`config.mk`:
```
export PLATFORM = sky130hd
export DESIGN_NAME = srl_rule_writer
export DESIGN_NICKNAME = d
export VERILOG_FILES = /design/src/rtl/srl_rule_writer.sv
export SDC_FILE = /design/constraint.sdc
export NUM_CORES = 1
export LEC_CHECK = 0
export ABC_AREA = 0
export CAP_MARGIN = 0
export CORE_MARGIN = 3
export CORE_UTILIZATION = 45
export DETAILED_ROUTE_END_ITERATION = 6
export MAX_ROUTING_LAYER = met4
export PLACE_DENSITY = 0.71
export SLEW_MARGIN = 20
export SYNTH_ARGS = -nofsm -noshare
export SYNTH_HDL_FRONTEND = slang
export SYNTH_SLANG_ARGS = --single-unit
export TNS_END_PERCENT = 30
```
`constraint.sdc`:
```
create_clock -name clk -period 7.56 [get_ports clk]
set_input_delay 1.89 -clock clk [delete_from_list [all_inputs] [get_ports clk]]
set_output_delay 1.89 -clock clk [all_outputs]
set_load 0.05 [all_outputs]
```
`src/rtl/srl_rule_writer.sv`:
```
// Serialises one ternary rule into the SRL32 match blocks: each 5-bit key chunk
// expands to 32 match bits shifted in address-31-first, followed by a drain window.
module srl_rule_writer #(
  parameter  int SEL_W   = 3,
  parameter  int DRAIN   = 32,
  localparam int NUM_BLK = 2**SEL_W,
  localparam int KEY_W   = 5*NUM_BLK
) (
  input  logic             clk,
  input  logic             reset,
  input  logic             req_valid,
  output logic             req_ready,
  input  logic [KEY_W-1:0] req_key,
  input  logic [KEY_W-1:0] req_mask,
  output logic             wr,
  output logic             srl_din,
  output logic [SEL_W-1:0] blk_sel,
  output logic             busy,
  output logic             done
);

  typedef enum logic [1:0] {ST_IDLE, ST_SHIFT, ST_DRAIN} state_t;

  localparam logic [SEL_W-1:0] LAST_BLK   = SEL_W'(NUM_BLK-1);
  localparam logic [4:0]       LAST_DRAIN = 5'(DRAIN-1);

  state_t             state_reg, state_next;
  logic [4:0]         bit_cnt_reg, bit_cnt_next;
  logic [SEL_W-1:0]   blk_cnt_reg, blk_cnt_next;
  logic [4:0]         drain_cnt_reg, drain_cnt_next;
  logic [KEY_W-1:0]   key_reg, key_next;
  logic [KEY_W-1:0]   mask_reg, mask_next;

  logic               wr_reg, wr_next;
  logic               srl_din_reg, srl_din_next;
  logic [SEL_W-1:0]   blk_sel_reg, blk_sel_next;
  logic               busy_reg, busy_next;
  logic               done_reg, done_next;
  logic               req_ready_reg, req_ready_next;

  logic [NUM_BLK-1:0] match_blk;

  // State register: outputs are registered copies of values decoded from the next state.
  always_ff @(posedge clk) begin
    if (reset) begin
      state_reg     <= ST_IDLE;
      bit_cnt_reg   <= '0;
      blk_cnt_reg   <= '0;
      drain_cnt_reg <= '0;
      key_reg       <= '0;
      mask_reg      <= '0;
      wr_reg        <= 1'b0;
      srl_din_reg   <= 1'b0;
      blk_sel_reg   <= '0;
      busy_reg      <= 1'b0;
      done_reg      <= 1'b0;
      req_ready_reg <= 1'b1;
    end else begin
      state_reg     <= state_next;
      bit_cnt_reg   <= bit_cnt_next;
      blk_cnt_reg   <= blk_cnt_next;
      drain_cnt_reg <= drain_cnt_next;
      key_reg       <= key_next;
      mask_reg      <= mask_next;
      wr_reg        <= wr_next;
      srl_din_reg   <= srl_din_next;
      blk_sel_reg   <= blk_sel_next;
      busy_reg      <= busy_next;
      done_reg      <= done_next;
      req_ready_reg <= req_ready_next;
    end
  end

  always_comb begin
    state_next     = state_reg;
    bit_cnt_next   = bit_cnt_reg;
    blk_cnt_next   = blk_cnt_reg;
    drain_cnt_next = drain_cnt_reg;
    key_next       = key_reg;
    mask_next      = mask_reg;
    case (state_reg)
      ST_IDLE: begin
        bit_cnt_next   = '0;
        blk_cnt_next   = '0;
        drain_cnt_next = '0;
        if (req_valid) begin
          state_next = ST_SHIFT;
          key_next   = req_key;
          mask_next  = req_mask;
        end
      end
      ST_SHIFT: begin
        bit_cnt_next = bit_cnt_reg + 5'd1;
        if (bit_cnt_reg == 5'd31) begin
          if (blk_cnt_reg == LAST_BLK) begin
            state_next     = ST_DRAIN;
            drain_cnt_next = '0;
          end else begin
            blk_cnt_next = blk_cnt_reg + SEL_W'(1);
          end
        end
      end
      ST_DRAIN: begin
        if (drain_cnt_reg == LAST_DRAIN) begin
          state_next     = ST_IDLE;
          bit_cnt_next   = '0;
          blk_cnt_next   = '0;
          drain_cnt_next = '0;
        end else begin
          drain_cnt_next = drain_cnt_reg + 5'd1;
        end
      end
      default: state_next = ST_IDLE;
    endcase
  end

  // Address 31-k is the bitwise inverse of the 5-bit k.
  genvar gi;
  generate
    for (gi = 0; gi < NUM_BLK; gi++) begin : g_match
      assign match_blk[gi] =
        (((~bit_cnt_next ^ key_next[5*gi +: 5]) & ~mask_next[5*gi +: 5]) == 5'd0);
    end
  endgenerate

  always_comb begin
    wr_next        = (state_next != ST_IDLE);
    busy_next      = (state_next != ST_IDLE);
    req_ready_next = (state_next == ST_IDLE);
    blk_sel_next   = blk_cnt_next;
    srl_din_next   = (state_next == ST_SHIFT) && match_blk[blk_cnt_next];
    done_next      = (state_reg == ST_DRAIN) && (drain_cnt_reg == LAST_DRAIN);
  end

  assign wr        = wr_reg;
  assign srl_din   = srl_din_reg;
  assign blk_sel   = blk_sel_reg;
  assign busy      = busy_reg;
  assign done      = done_reg;
  assign req_ready = req_ready_reg;

endmodule

```
==> impl_metrics.xml <==
<?xml version="1.0" encoding="UTF-8"?>
<metrics>
  <group name="clocking">
    <metric name="numCtsBuffers" unit="">9</metric>
    <metric name="clock-root-buffer" unit="">clkbuf_8</metric>
    <metric name="clock-sinks" unit="">99</metric>
    <metric name="worst_setup_hold_path_clk_slew" unit="ns">0.11</metric>
    <metric name="clock_tree_from_tritoncts" unit="">built</metric>
    <metric name="clock_insertion_delay_worst_skew" unit="ns">0.37</metric>
    <metric name="cts_post_setup_buffers_inserted" unit="">0</metric>
    <metric name="ctsResizeCount" unit="">0</metric>
    <metric name="hold_buffers" unit="">0</metric>
    <metric name="htreeDepth" unit="">3</metric>
    <metric name="maximum_number_of_buffers_from_clock_root_to_sink" unit="">2</metric>
  </group>
  <group name="logic_synthesis">
    <metric name="yosysUniqueCellTypes" unit="">53</metric>
    <metric name="synth_async_sr_flop_share" unit="%">0</metric>
    <metric name="ys_seq_elements" unit="">99</metric>
    <metric name="syn_avg_cell_area" unit="µm²">7.91</metric>
    <metric name="ys_seq_area_share" unit="%">42.8</metric>
    <metric name="synth_warnings" unit="">0</metric>
    <metric name="synthesis.nets" unit="">673</metric>
    <metric name="dominantRegCellSynth" unit="">dfxtp_1</metric>
    <metric name="post_synth_inst_count" unit="">585</metric>
    <metric name="synth_enable_flop_cells" unit="">0</metric>
    <metric name="syn_area" unit="µm²">4630</metric>
  </group>
  <group name="sta">
    <metric name="timing.slew.headroom" unit="%">34.3</metric>
    <metric name="final_hold_viol_count" unit="">0</metric>
    <metric name="grt_setup_unrepaired" unit="">no</metric>
    <metric name="max_freq" unit="GHz">0.236</metric>
    <metric name="skew" unit="ns">0.0110</metric>
    <metric name="post-route-worst-setup-slack" unit="ns">3.31</metric>
    <metric name="worst_pin_slew" unit="ns">0.985</metric>
    <metric name="setup_tns" unit="ns">0</metric>
    <metric name="fin_max_slew_vios" unit="">0</metric>
    <metric name="whs" unit="ns">0.457</metric>
    <metric name="final-setup-viol-count" unit="">0</metric>
    <metric name="min_period" unit="ns">4.25</metric>
    <metric name="layout_worst_path_cycle_share" unit="%">56.2</metric>
  </group>
  <group name="final_layout">
    <metric name="diodes" unit="">0</metric>
    <metric name="nets_final" unit="">739</metric>
    <metric name="layout_common_cells" unit="">168 x nand2_1, 99 x dfxtp_1, 89 x clkdlybuf4s50_1, 88 x a21oi_1, 46 x xor2_1</metric>
    <metric name="final_cell_area" unit="µm²">5740</metric>
    <metric name="most_frequent_standard_cell_in_the_layout_excluding_fill_and_tap_cells" unit="">nand2_1</metric>
    <metric name="layout-drive-gt1-share" unit="%">4.42</metric>
    <metric name="filler_cell_count" unit="">891</metric>
    <metric name="final_core_utilization" unit="%">58.2</metric>
    <metric name="final-instance-count-excl-fill" unit="">789</metric>
    <metric name="area_growth" unit="%">24.0</metric>
  </group>
  <group name="place">
    <metric name="dp.final_hpwl" unit="µm">8040</metric>
    <metric name="port_buffers" unit="">90</metric>
    <metric name="placement.setup.worst_slack" unit="ns">2.93</metric>
    <metric name="placedCellCount" unit="">773</metric>
    <metric name="post_dp_cell_area" unit="µm²">5550</metric>
    <metric name="finalWeightedCongestion" unit="">0.819</metric>
  </group>
  <group name="power_and_ir_drop">
    <metric name="power_per_cell_area" unit="nW/µm²">182</metric>
    <metric name="total_power" unit="mW">1.04</metric>
    <metric name="power.internal" unit="mW">0.752</metric>
    <metric name="netSwitchingPower" unit="mW">0.293</metric>
    <metric name="power.static_leakage" unit="nW">2.30</metric>
    <metric name="swShare" unit="%">28.0</metric>
    <metric name="clock_power_share" unit="%">30.8</metric>
    <metric name="combinationalPowerShare" unit="%">15.2</metric>
    <metric name="vdd.ir_drop.worst" unit="mV">0.0940</metric>
    <metric name="relative_contribution_of_sequential_cells_to_total_power" unit="%">54.1</metric>
  </group>
  <group name="detailed_routing">
    <metric name="drt-initial-drc-count" unit="">224</metric>
    <metric name="routed_wl" unit="µm">11500</metric>
    <metric name="route.detailed.wl_per_inst" unit="µm">14.6</metric>
    <metric name="drc_errors" unit="">0</metric>
    <metric name="vias_per_cell" unit="">5.19</metric>
    <metric name="drt.antenna.violating_nets" unit="">0</metric>
    <metric name="detail_route.first_pass.iterations" unit="">4</metric>
    <metric name="vias" unit="">4092</metric>
  </group>
  <group name="setup_path">
    <metric name="crit_fanout" unit="">49</metric>
    <metric name="timing.rr.start" unit="">drain_cnt_reg[0]</metric>
    <metric name="endpoint_kind" unit="">flip-flop</metric>
    <metric name="reg2regPathDepth" unit="">11</metric>
    <metric name="cp-start-kind" unit="">input port</metric>
    <metric name="critical_path_required" unit="ns">7.84</metric>
    <metric name="worstSetupPathType" unit="">in -&gt; reg</metric>
    <metric name="endpoint_of_the_lowest_slack_register_to_register_path" unit="">srl_din</metric>
    <metric name="worst-endpoint-arrival" unit="ns">4.52</metric>
    <metric name="rrSetupSlack" unit="ns">4.17</metric>
  </group>
  <group name="grt">
    <metric name="grt_pass1_wl" unit="µm">18700</metric>
    <metric name="first_global_vias" unit="">3928</metric>
    <metric name="grt_util_all_layers" unit="%">20.6</metric>
    <metric name="antenna_found_initial" unit="">0</metric>
    <metric name="grt_overflow" unit="">0</metric>
    <metric name="grt_max_degree" unit="">97</metric>
  </group>
  <group name="die">
    <metric name="row_count" unit="">36</metric>
    <metric name="core_area" unit="µm²">9860</metric>
    <metric name="starting_utilization_of_the_core_area" unit="%">46.9</metric>
    <metric name="floorplan.die_area" unit="µm²">11500</metric>
    <metric name="io_pins" unit="">91</metric>
    <metric name="floorplan.die.width" unit="µm">107</metric>
    <metric name="vertical_die_dimension" unit="µm">107</metric>
  </group>
  <group name="job">
    <metric name="max_cap_violations" unit="">0</metric>
  </group>
  <group name="status">
    <metric name="outcome" unit="">finished, final reports clean</metric>
  </group>
  <group name="worst_hold_path">
    <metric name="min_from" unit="">mask_reg[11]</metric>
    <metric name="min_delay_path_depth" unit="">2</metric>
    <metric name="whs_endpoint" unit="">mask_reg[11]</metric>
    <metric name="hold_class" unit="">reg -&gt; reg</metric>
  </group>
</metrics>
-- area by class of cell --
type	instances	area, µm²	share of cell area [%]
Timing Repair Buffer	94	926	16.1
Multi-Input combinational cell	440	2450	42.8
Clock buffer	10	128	2.22
Sequential cell	99	1980	34.5
Tap cell	133	166	2.90
Inverter	7	26.3	0.458
Clock inverter	6	56.3	0.981
-- cells by family (layout without fill, tap and decap cells) --
kind of cell / count (synthesis) / after routing / synth area share (%)
muxes: 2 / 2 / 0.703
xor gates and xnor gates: 55 / 55 / 10.4
buffers and inverters: 46 / 117 / 4.19
DFF: 99 / 99 / 42.8
AOI/OAI and AO/OA: 140 / 140 / 18.7
and+or+nand+nor: 238 / 238 / 21.8
adders and majority gates: 5 / 5 / 1.35
-- synthesized netlist by cell type, types with 2 or more instances --
cell type | instances | area (µm²)
xor2_1 | 46 | 403
buf_4 | 2 | 15.0
or3_1 | 3 | 18.8
nand2_1 | 169 | 634
a211oi_1 | 2 | 15.0
ha_1 | 5 | 62.6
o22ai_1 | 7 | 43.8
nor2b_1 | 10 | 62.6
a32o_1 | 2 | 20.0
nand3_1 | 3 | 15.0
o32ai_1 | 2 | 17.5
and3_1 | 2 | 12.5
dfxtp_1 | 99 | 1980
o21ai_0 | 10 | 50.1
o221ai_1 | 7 | 61.3
o31ai_1 | 2 | 15.0
nor3_1 | 12 | 60.1
buf_2 | 5 | 25.0
a21oi_1 | 88 | 440
and4b_1 | 2 | 20.0
xnor2_1 | 9 | 78.8
o221a_2 | 2 | 22.5
and2_1 | 3 | 18.8
and3b_1 | 2 | 17.5
clkbuf_1 | 31 | 116
nor2_1 | 24 | 90.1
inv_1 | 7 | 26.3
a22oi_1 | 2 | 15.0
nand2b_1 | 3 | 18.8
-- routing by layer --
| metal | up-vias | part of all wire (%) | GRT usage [%] |
|---|---|---|---|
| met2 | 85 | 49 | 33.6 |
| met1 | 1902 | 46 | 26.7 |
| li1 | 2090 | - | - |
| met5 | - | 0 | - |
| met4 | 0 | 1.2 | 4.69 |
| met3 | 15 | 3.8 | 4.14 |
-- worst max path at each step --
stage	cells past startpoint	endpoint	slack, ns	from
5_1_grt	7	srl_din	2.95	req_valid
4_1_cts	7	srl_din	3.33	req_valid
6_report	7	srl_din	3.31	req_valid
3_3_place_gp	7	srl_din	3.01	req_valid
2_1_floorplan	6	srl_din	4.27	req_valid
3_5_place_dp	7	srl_din	2.93	req_valid
-- power by group through the flow --
stage	logic (mW)	registers (mW)	clock network [mW]
after global routing	0.175	0.568	0.353
after CTS	0.159	0.564	0.328
final	0.158	0.565	0.321
after global placement	0.155	0.575	0
after detailed placement	0.158	0.576	0
after floorplan	0.0893	0.574	0
-- critical path, stage by stage --
cell             delay (ns)
clkdlybuf4s50_1        0.47
nand2_2                0.67
buf_4                  0.52
o221ai_1               0.23
a2111oi_2              0.43
o21ai_1                0.14
nor4_1                 0.16
Note: power is estimated with default switching activity, not from simulation.
